$ cat config.mk
export PLATFORM = sky130hd
export DESIGN_NAME = posit_round_stage
export DESIGN_NICKNAME = d
export VERILOG_FILES = /design/src/rtl/ppu_pkg.sv /design/src/rtl/pipe_stage_ctrl.sv /design/src/rtl/posit_round_stage.sv
export SDC_FILE = /design/constraint.sdc
export NUM_CORES = 1
export LEC_CHECK = 0
export ABC_AREA = 1
export CAP_MARGIN = 20
export CORE_MARGIN = 4
export CORE_UTILIZATION = 25
export DETAILED_ROUTE_END_ITERATION = 7
export GPL_TIMING_DRIVEN = 0
export HOLD_SLACK_MARGIN = 0.06
export MAX_ROUTING_LAYER = met4
export PLACE_DENSITY = 0.47
export SETUP_SLACK_MARGIN = 0.4
export SYNTH_ARGS = -nofsm -noshare
export SYNTH_HDL_FRONTEND = slang
export SYNTH_SLANG_ARGS = --single-unit
$ cat constraint.sdc
create_clock -name clk_i -period 3.8 [get_ports clk_i]
set_input_delay 1.14 -clock clk_i [delete_from_list [all_inputs] [get_ports clk_i]]
set_output_delay 1.14 -clock clk_i [all_outputs]
set_load 0.02 [all_outputs]
$ cat src/rtl/ppu_pkg.sv
// ============================================================================
// Module      : ppu_pkg
// Description : Shared sizing helpers, default posit widths and the
//               round-to-nearest-even decision used by the rounding stage.
// Revision    : 1.0
// ============================================================================
`default_nettype none

package ppu_pkg;

    // Regime value spans -(n-2)..(n-2); one extra bit carries the sign.
    function automatic int calc_k_bits(input int n);
        return $clog2(n - 1) + 1;
    endfunction

    // Regime run length spans 2..n.
    function automatic int calc_reg_len_bits(input int n);
        return $clog2(n + 1);
    endfunction

    // Total exponent is k*2^es + e, plus headroom so saturation is visible.
    function automatic int calc_te_bits(input int n, input int es);
        return calc_k_bits(n) + es + 2;
    endfunction

    localparam int PPU_N        = 16;
    localparam int PPU_ES       = 1;
    localparam int MANT_SIZE    = 16;
    localparam int K_BITS       = calc_k_bits(PPU_N);
    localparam int REG_LEN_BITS = calc_reg_len_bits(PPU_N);
    localparam int TE_BITS      = calc_te_bits(PPU_N, PPU_ES);

    // RNE: round up on guard set unless it is an exact tie with an even LSB.
    function automatic logic round_rne(input logic kept_lsb,
                                       input logic guard,
                                       input logic sticky);
        return guard & (sticky | kept_lsb);
    endfunction

endpackage

`default_nettype wire

$ cat src/rtl/pipe_stage_ctrl.sv
// ============================================================================
// Module      : pipe_stage_ctrl
// Description : Valid/ready controller for one pipeline register stage.
//               The stage loads when empty or when its content drains.
// Revision    : 1.0
// ============================================================================
`default_nettype none

module pipe_stage_ctrl (
    input  logic clk,
    input  logic rst_n,
    input  logic up_valid,
    input  logic dn_ready,
    output logic valid,
    output logic load
);

    assign load = ~valid | dn_ready;

    // Stage occupancy follows the upstream valid whenever the stage loads.
    always_ff @(posedge clk or negedge rst_n) begin
        if (!rst_n) begin
            valid <= 1'b0;
        end else if (load) begin
            valid <= up_valid;
        end
    end

endmodule

`default_nettype wire

$ cat src/rtl/posit_round_stage.sv
// ============================================================================
// Module      : posit_round_stage
// Description : Two-stage RNE rounding of an unrounded posit into the k/exp/
//               frac fields consumed by posit_encoder, with maxpos/minpos
//               saturation and a full-backpressure valid/ready handshake.
// Revision    : 1.0
// ============================================================================
`default_nettype none

module posit_round_stage
    import ppu_pkg::*;
#(
    parameter  int N      = PPU_N,
    parameter  int ES     = PPU_ES,
    parameter  int MANT_W = MANT_SIZE,
    localparam int TE_W   = calc_te_bits(N, ES),
    localparam int K_W    = calc_k_bits(N)
) (
    input  logic                   clk_i,
    input  logic                   rst_ni,
    input  logic                   valid_i,
    output logic                   ready_o,
    input  logic                   is_zero_i,
    input  logic                   is_nar_i,
    input  logic                   sign_i,
    input  logic signed [TE_W-1:0] te_i,
    input  logic [MANT_W-1:0]      mant_i,
    input  logic                   sticky_i,
    output logic                   valid_o,
    input  logic                   ready_i,
    output logic                   is_zero_o,
    output logic                   is_nar_o,
    output logic                   sign_o,
    output logic signed [K_W-1:0]  k_o,
    output logic [ES-1:0]          exp_o,
    output logic [MANT_W-1:0]      frac_o
);

    // Tail field is the exponent bits followed by the mantissa without its hidden 1.
    localparam int W    = ES + MANT_W - 1;
    localparam int SH_W = $clog2(W + 1);
    localparam int KMAX = N - 2;

    logic v1, v2, s1_load, s2_load;

    // Hidden bit is implied by normalisation and never enters the tail.
    logic unused_hidden;
    assign unused_hidden = mant_i[MANT_W-1];

    pipe_stage_ctrl u_ctrl_s1 (
        .clk      (clk_i),
        .rst_n    (rst_ni),
        .up_valid (valid_i),
        .dn_ready (s2_load),
        .valid    (v1),
        .load     (s1_load)
    );

    pipe_stage_ctrl u_ctrl_s2 (
        .clk      (clk_i),
        .rst_n    (rst_ni),
        .up_valid (v1),
        .dn_ready (ready_i),
        .valid    (v2),
        .load     (s2_load)
    );

    assign ready_o = s1_load;
    assign valid_o = v2;
    assign exp_o   = '0;

    // ---------------- Stage 1: field split, clamp and shift amount ----------
    int               k_int;
    int               reg_len;
    int               avail;
    logic             sat_d;
    logic [SH_W-1:0]  sh_d;
    logic [W-1:0]     f_d;
    logic [K_W-1:0]   k_d;
    logic             sign_d;

    logic [K_W-1:0]   s1_k;
    logic             s1_sat;
    logic [SH_W-1:0]  s1_sh;
    logic [W-1:0]     s1_f;
    logic             s1_sticky;
    logic             s1_nar;
    logic             s1_zero;
    logic             s1_sign;

    // Regime split, saturation clamp and the number of tail bits that fit.
    always_comb begin
        k_int  = int'(te_i >>> ES);
        sat_d  = 1'b0;
        if (k_int > KMAX) begin
            k_int = KMAX;
            sat_d = 1'b1;
        end else if (k_int < -KMAX) begin
            k_int = -KMAX;
            sat_d = 1'b1;
        end
        reg_len = (k_int >= 0) ? (k_int + 2) : (1 - k_int);
        avail   = N - 1 - reg_len;
        if (avail < 0) begin
            avail = 0;
        end
        sh_d   = SH_W'(W - avail);
        f_d    = {te_i[ES-1:0], mant_i[MANT_W-2:0]};
        k_d    = K_W'(k_int);
        sign_d = sign_i;
        if (is_nar_i | is_zero_i) begin
            k_d    = '0;
            sign_d = 1'b0;
        end
    end

    // Stage 1 register bank; NaR wins over zero.
    always_ff @(posedge clk_i or negedge rst_ni) begin
        if (!rst_ni) begin
            s1_k      <= '0;
            s1_sat    <= 1'b0;
            s1_sh     <= '0;
            s1_f      <= '0;
            s1_sticky <= 1'b0;
            s1_nar    <= 1'b0;
            s1_zero   <= 1'b0;
            s1_sign   <= 1'b0;
        end else if (s1_load && valid_i) begin
            s1_k      <= k_d;
            s1_sat    <= sat_d;
            s1_sh     <= sh_d;
            s1_f      <= f_d;
            s1_sticky <= sticky_i;
            s1_nar    <= is_nar_i;
            s1_zero   <= is_zero_i & ~is_nar_i;
            s1_sign   <= sign_d;
        end
    end

    // ---------------- Stage 2: truncate and round ---------------------------
    logic [MANT_W-1:0] kept;
    logic              guard;
    logic [W-1:0]      st_mask;
    logic              st;
    logic              up;
    logic [MANT_W-1:0] frac_d;

    // Shift amount is at least ES+2, so guard and sticky positions always exist.
    always_comb begin
        kept    = MANT_W'(s1_f >> s1_sh);
        guard   = |(s1_f & (W'(1) << (s1_sh - 1'b1)));
        st_mask = (W'(1) << (s1_sh - 1'b1)) - W'(1);
        st      = (|(s1_f & st_mask)) | s1_sticky;
        up      = round_rne(kept[0], guard, st);
        // Rounding at the top regime would overflow maxpos into NaR.
        if ((s1_k == K_W'(KMAX)) || s1_sat || s1_nar || s1_zero) begin
            up = 1'b0;
        end
        // A carry out of the kept bits is left for the encoder to fold into the regime.
        frac_d = kept + MANT_W'(up);
        if (s1_sat || s1_nar || s1_zero) begin
            frac_d = '0;
        end
    end

    // Output register bank; holds while the downstream stalls.
    always_ff @(posedge clk_i or negedge rst_ni) begin
        if (!rst_ni) begin
            k_o       <= '0;
            frac_o    <= '0;
            sign_o    <= 1'b0;
            is_nar_o  <= 1'b0;
            is_zero_o <= 1'b0;
        end else if (s2_load && v1) begin
            k_o       <= s1_k;
            frac_o    <= frac_d;
            sign_o    <= s1_sign;
            is_nar_o  <= s1_nar;
            is_zero_o <= s1_zero;
        end
    end

endmodule

`default_nettype wire

==> results of run 1 <==
per-layer routing:
metal	track usage, %	vias up
li1	-	2507
met5	-	-
met4	4.610	0
met3	2.452	24
met1	18.88	2175
met2	23.08	104
flip-flops by register name, summed over array words and instances (netlist names):
register and flops:
k_o 5, s1_sign 1, frac_o 16, s1_sh 5
s1_zero 1, s1_nar 1, is_zero_o 1, sign_o 1
s1_sticky 1, u_ctrl_s2.valid 1, u_ctrl_s1.valid 1, s1_k 5
is_nar_o 1, s1_f 16, s1_sat 1
synth_stat cells (all sizes together) (2+ instances only):
| cell type | count | area [um^2] |
|---|---|---|
| nand2 | 228 | 893.3 |
| inv | 84 | 325.3 |
| nor2 | 75 | 391.6 |
| o21ai | 70 | 372.8 |
| dfrtp | 57 | 1426 |
| nand3 | 55 | 320.3 |
| ha | 23 | 287.8 |
| nand4 | 20 | 125.1 |
| buf | 15 | 117.6 |
| nor3 | 11 | 75.07 |
| a21oi | 9 | 45.04 |
| clkbuf | 8 | 31.28 |
| o22ai | 8 | 56.30 |
| o211ai | 5 | 42.54 |
| nor4 | 4 | 25.02 |
| o2111ai | 4 | 35.03 |
| a22o | 2 | 17.52 |
| a22oi | 2 | 15.01 |
| mux2i | 2 | 20.02 |
| o21a | 2 | 15.01 |
| o311ai | 2 | 17.52 |
| o31ai | 2 | 20.02 |
| or2 | 2 | 12.52 |
| xnor2 | 2 | 17.52 |
worst max-delay path, cell delays in order:
cell and delay [ns]:
buf_8 0.09, or3_1 0.35, nand4_1 0.13, ha_4 0.25, inv_4 0.08, nand2_4 0.06
inv_4 0.06, nor2_4 0.04, inv_2 0.05, ha_4 0.12, inv_2 0.04, nor2_4 0.11
nand4_1 0.10, ha_1 0.29, nand2_1 0.05, nor4_2 0.24, nand3_1 0.12, nand2_1 0.07
nand2_1 0.07, inv_2 0.06, nand4_1 0.12, nand2_4 0.13, nand2_4 0.06, ha_4 0.18
xor2_1 0.14, nand2_1 0.05, nand2_1 0.06
final cells by class:
class	count	area [um^2]	share of cell area (%)
clock buffers	9	225.2	3.527
flip-flops and latches	57	1428	22.36
repair buffers	85	775.7	12.15
well taps	234	292.8	4.585
plain buffers	23	155.1	2.429
clock inverters	6	36.28	0.5682
multi-input cells	536	3123	48.90
inverters	85	350.3	5.486
through the flow:
| stage | utilization [%] | instances |
|---|---|---|
| finish | 34.14 | 1035 |
| CTS | 32.72 | 1020 |
| detailed placement | 30.30 | 991 |
| global placement | 30.31 | 991 |
| global route | 34.14 | 1035 |
| floorplan | - | 701 |
repair_timing:
item                                    4_1_cts  5_1_grt
pin swaps                                    16       32
resized for setup                            46       44
endpoints found under the setup margin       19       19
buffers inserted                             14       15
worst max-delay path by stage:
stage,start,to,slack (ns)
after detailed placement,te_i[3],s1_sh[2],-1.13
after global placement,te_i[3],s1_sh[2],-1.16
final,te_i[4],s1_sh[2],-0.24
after floorplan,te_i[4],s1_sh[2],-0.28
after global routing,te_i[4],s1_sh[2],-0.49
after CTS,te_i[2],s1_sh[2],-0.28
logic make-up after synthesis:
kind of cell	share of synthesized area, %
compound gates	13.84
fa+ha+maj	6.040
buf+inv	10.03
simple gates	39.10
mux	0.4202
xor+xnor	0.5516
other cells	0.07871
flops	29.94
power breakdown:
part | switching, mW | internal, mW
Combinational | 1.03 | 0.586
Sequential | 0.0687 | 0.687
Clock | 0.295 | 0.433
Total | 1.39 | 1.71
==> metrics.txt, run 1 <==
status finished with violations; failing checks negative setup slack; Core Footprint 0.01871 mm^2; initial core utilization 25.47%; DR WL met2 6.927 mm; die width 146.1 um; dpl hpwl 11.36 mm; Antenna diodes 0; Worst Hold Path EP frac_o[12]; syn_area_per_cell 6.797 um^2; Yosys reg bits 57; pin count of the biggest net entering global routing 58; Max-Cap Viols 0; Rows 50; Reg clk slew, reported paths 0.05 ns; Critical Path End Type flop; Final Cell Area 0.006386 mm^2; RSZ-0062 raised after global routing yes; crit path DAT 4.26 ns; Top Layer Used met4; global-route wire length before repair 24.35 mm; drt first pass iters 5; Vias 4810; Setup Skew 0.009219 ns; most frequent cells in the layout nand2_1, inv_1, dfrtp_1, clkdlybuf4s50_1, nand3_1; Hold Vio Cnt, Final 0; Seq/Total Area, Yosys 29.94%; commonest non-fill, non-tap cell in the layout nand2_1; CP Launch Type input pin; setup TNS -0.8742 ns; Tcrit/Tclk final 106.4%; ys async rst share 100.0%; CTS Sinks 57; Place WS -1.134 ns; drt wl/cell 14.34 um; Post-Syn Area 0.004765 mm^2; Min Clock Period, post-route 4.045 ns; Clock H-tree levels 3; # hold bufs at CTS 0; die area 0.02133 mm^2; global-route usage over all layers 14.49%; met3 wire len 569 um; fillers 2004; r2r worst-path depth 23; GP Congestion 0.8538; Post-Synthesis Cells 701; FMAX 0.2472 GHz; hold_sp frac_o[12]; Critical Path RT 4.02 ns; Slew Limit Fails 0; GRT overflow 0; Worst R2R End frac_o[13]; DRC errors left 0; antenna violations before repair 0; vias in the first global route 4663; Synth Warn # 0; CTS max path bufs 2; critical path class in -> reg; r2r startpoint s1_sh[0]; Placed Area 0.005668 mm^2; share of post-route cells with drive strength above 1 22.60%; Area Growth Syn to Fin 34.03%; met1 wire length 7.046 mm; Hold WC Path Type reg -> reg; hold depth 2; Inserted Clock Buffers 9; post-detailed-route count of antenna-violating nets 0; Leak 2.928 nW; Synth Net Count 756; worst-path maximum fanout 5; die height 146.1 um; Post-synth EDFFs 0; Nets 852; root buffer cell clkbuf_16; Final setup viols 5; Worst-Skew Late Latency 0.34 ns; Worst Hold Slack 0.4727 ns; io pins 59; drt via density 4.647; CTS tree done; Overall Power 3.098 mW; max_slew headroom 48.51%; initial DRC count 285; WL final 14.84 mm; PD cells 485.1 mW/mm^2; measured slew at the worst slew-check pin 0.7723 ns; Yosys cell types 54; Port Buffers 56; worst setup margin -0.2449 ns; largest vdd supply drop 0.2286 mV; Worst R2R Setup Slack 0.63 ns; ys flop type dfrtp_1
No activity file was read; power rests on OpenSTA's default activity.
==> run 2, diff against run 1 <==
- CORE_UTILIZATION: 25 -> 30
- HOLD_SLACK_MARGIN: 0.06 -> unset
- PLACE_DENSITY: 0.47 -> 0.53
==> run 2 against run 1 <==
The run still ends with negative setup slack left. Wire length fell by 3.8%. Via count grew 1.0%. Maximum frequency barely moved. Global-route usage up 2.2 points. Non-clock buffer count fell by 4. Cell count down 2.5%. Worst hold slack improved by 0.0037 ns. Die area down 16%. Critical path depth rose by 1. Count of clock-buffer cells in the layout rose by 1. Clock skew up 0.0031 ns. Sequential power about the same. Largest power group unchanged.
==> metrics.txt, run 2 (synthesis gave the netlist of run 1 again) <==
Nets 848 (was 852); Critical Path End Type flop (unchanged); drt first pass iters 5 (unchanged); Antenna diodes 0 (unchanged); global-route wire length before repair 23.74 mm (was 24.35 mm); failing checks negative setup slack (unchanged); biggest regs frac_o: 16 flops, s1_f: 16 flops (unchanged); Area Growth Syn to Fin 34.35% (was 34.03%); Overall Power 3.226 mW (was 3.098 mW); placed insts 969 (was 991); post-detailed-route count of antenna-violating nets 0 (unchanged); Worst-Skew Late Latency 0.34 ns (about the same); die width 134.0 um (was 146.1 um); Final setup viols 4 (was 5); Placed Area 0.005657 mm^2 (was 0.005668 mm^2); root buffer cell clkbuf_16 (unchanged); PD cells 504.0 mW/mm^2 (was 485.1 mW/mm^2); initial core utilization 31.00% (was 25.47%); worst setup margin -0.2478 ns (was -0.2449 ns); WL final 14.28 mm (was 14.84 mm); commonest non-fill, non-tap cell in the layout nand2_1 (unchanged); FMAX 0.2470 GHz (was 0.2472 GHz); worst-path maximum fanout 5 (unchanged); RSZ-0062 raised after global routing yes (unchanged); Tcrit/Tclk final 106.5% (was 106.4%); Port Buffers 56 (unchanged); CP Launch Type input pin (unchanged); Critical Path Slowest Stage Cell or3_1 (unchanged); antenna violations before repair 0 (unchanged); Setup Skew 0.01232 ns (was 0.009219 ns); Critical Path RT 4.03 ns (was 4.02 ns); crit path DAT 4.28 ns (was 4.26 ns); CTS Sinks 57 (unchanged); Min Clock Period, post-route 4.048 ns (was 4.045 ns); largest vdd supply drop 0.2510 mV (was 0.2286 mV); Final Cell Area 0.006401 mm^2 (was 0.006386 mm^2); Rows 45 (was 50); critical path class in -> reg (unchanged); max_slew headroom 60.19% (was 48.51%); vias in the first global route 4846 (was 4663); fin cells 1009 (was 1035); drt wl/cell 14.15 um (was 14.34 um); Place WS -1.100 ns (was -1.134 ns); CTS max path bufs 2 (unchanged); initial DRC count 327 (was 285); CTS tree done (unchanged); Leak 2.922 nW (was 2.928 nW); Hold WC Path Type reg -> reg (unchanged); status finished with violations (unchanged); Vias 4860 (was 4810); die area 0.01796 mm^2 (was 0.02133 mm^2); most frequent cells in the layout nand2_1, dfrtp_1, inv_1, nand3_1, clkdlybuf4s50_1 (was nand2_1, inv_1, dfrtp_1, clkdlybuf4s50_1, nand3_1); share of post-route cells with drive strength above 1 22.68% (was 22.60%); Hold Vio Cnt, Final 0 (unchanged); Final Util 41.64% (was 34.14%); Core Footprint 0.01537 mm^2 (was 0.01871 mm^2); DRC errors left 0 (unchanged); io pins 59 (unchanged); GRT overflow 0 (unchanged); CP peak stage delay 0.35 ns (about the same); Slew Limit Fails 0 (unchanged); dpl hpwl 11.02 mm (was 11.36 mm); Critical Path Most Common Cell nand2_1 (unchanged); GP Congestion 0.9860 (was 0.8538); measured slew at the worst slew-check pin 0.5972 ns (was 0.7723 ns); Max-Cap Viols 0 (unchanged); Inserted Clock Buffers 9 (unchanged); die height 134.0 um (was 146.1 um); pin count of the biggest net entering global routing 40 (was 58); global-route usage over all layers 16.72% (was 14.49%); Reg clk slew, reported paths 0.06 ns (was 0.05 ns); drt via density 4.817 (was 4.647); Clock H-tree levels 3 (unchanged)
==> run 2: worst max-delay path: cells and delay by family <==
kind / cells / cell delay, ns
buffers and inverters: 7 / 0.54
adders and majority gates: 3 / 0.68
AOI/OAI and AO/OA: 1 / 0.10
and+or+nand+nor: 17 / 1.82
==> run 2: per-stage QoR <==
stage	setup TNS (ns)	hold WS (ns)
after floorplan	-0.8714	0.4491
after global placement	-24.07	0.4687
after detailed placement	-4.999	0.4658
after CTS	-1.001	0.4801
after global routing	-2.326	0.5184
final	-0.8292	0.4764
==> run 2: final timing paths <==
path | from | endpoint | slack, ns | cells past startpoint
setup / recovery | te_i[4] | s1_sh[4] | -0.25 | 28
hold / removal | frac_o[9] | frac_o[9] | 0.48 | 2
setup reg to reg | s1_sh[1] | frac_o[12] | 0.59 | 24
hold reg to reg | frac_o[9] | frac_o[9] | 0.48 | 2
max in group asynchronous | rst_ni | s1_sh[3] | 2.46 | 2
min in group asynchronous | rst_ni | s1_f[4] | 0.76 | 1
==> run 2: metal layers <==
| metal | up-vias | global-route usage [%] | wire length, um |
|---|---|---|---|
| met4 | 0 | 5.260 | 303 |
| met2 | 111 | 27.40 | 6731 |
| met3 | 26 | 2.701 | 492 |
| met5 | - | - | 0 |
| met1 | 2225 | 21.27 | 6755 |
| li1 | 2498 | - | - |
==> run 2: repair_timing <==
| item | 4_1_cts | 5_1_grt |
|---|---|---|
| resized for setup | 45 | 50 |
| hold buffers | 0 | 0 |
| cloned | 0 | 0 |
| buffers inserted | 14 | 10 |
| pin swaps | 18 | 28 |
| endpoints found under the setup margin | 19 | 19 |
==> run 2: where the power goes <==
group	total [mW]	internal (mW)	switching, mW
Sequential	0.758	0.687	0.0713
Clock	0.901	0.594	0.307
Combinational	1.57	0.556	1.01
Total	3.23	1.84	1.39
==> run 2: cell type report <==
type,count,area (um^2)
fill,1593,8970
multi-input combinational,536,3103
sequential,57,1428
timing repair buffer,81,754.5
inverter,85,356.6
tap,211,264.0
clock buffer,10,239.0
buffer,23,166.4
clock inverter,6,90.09
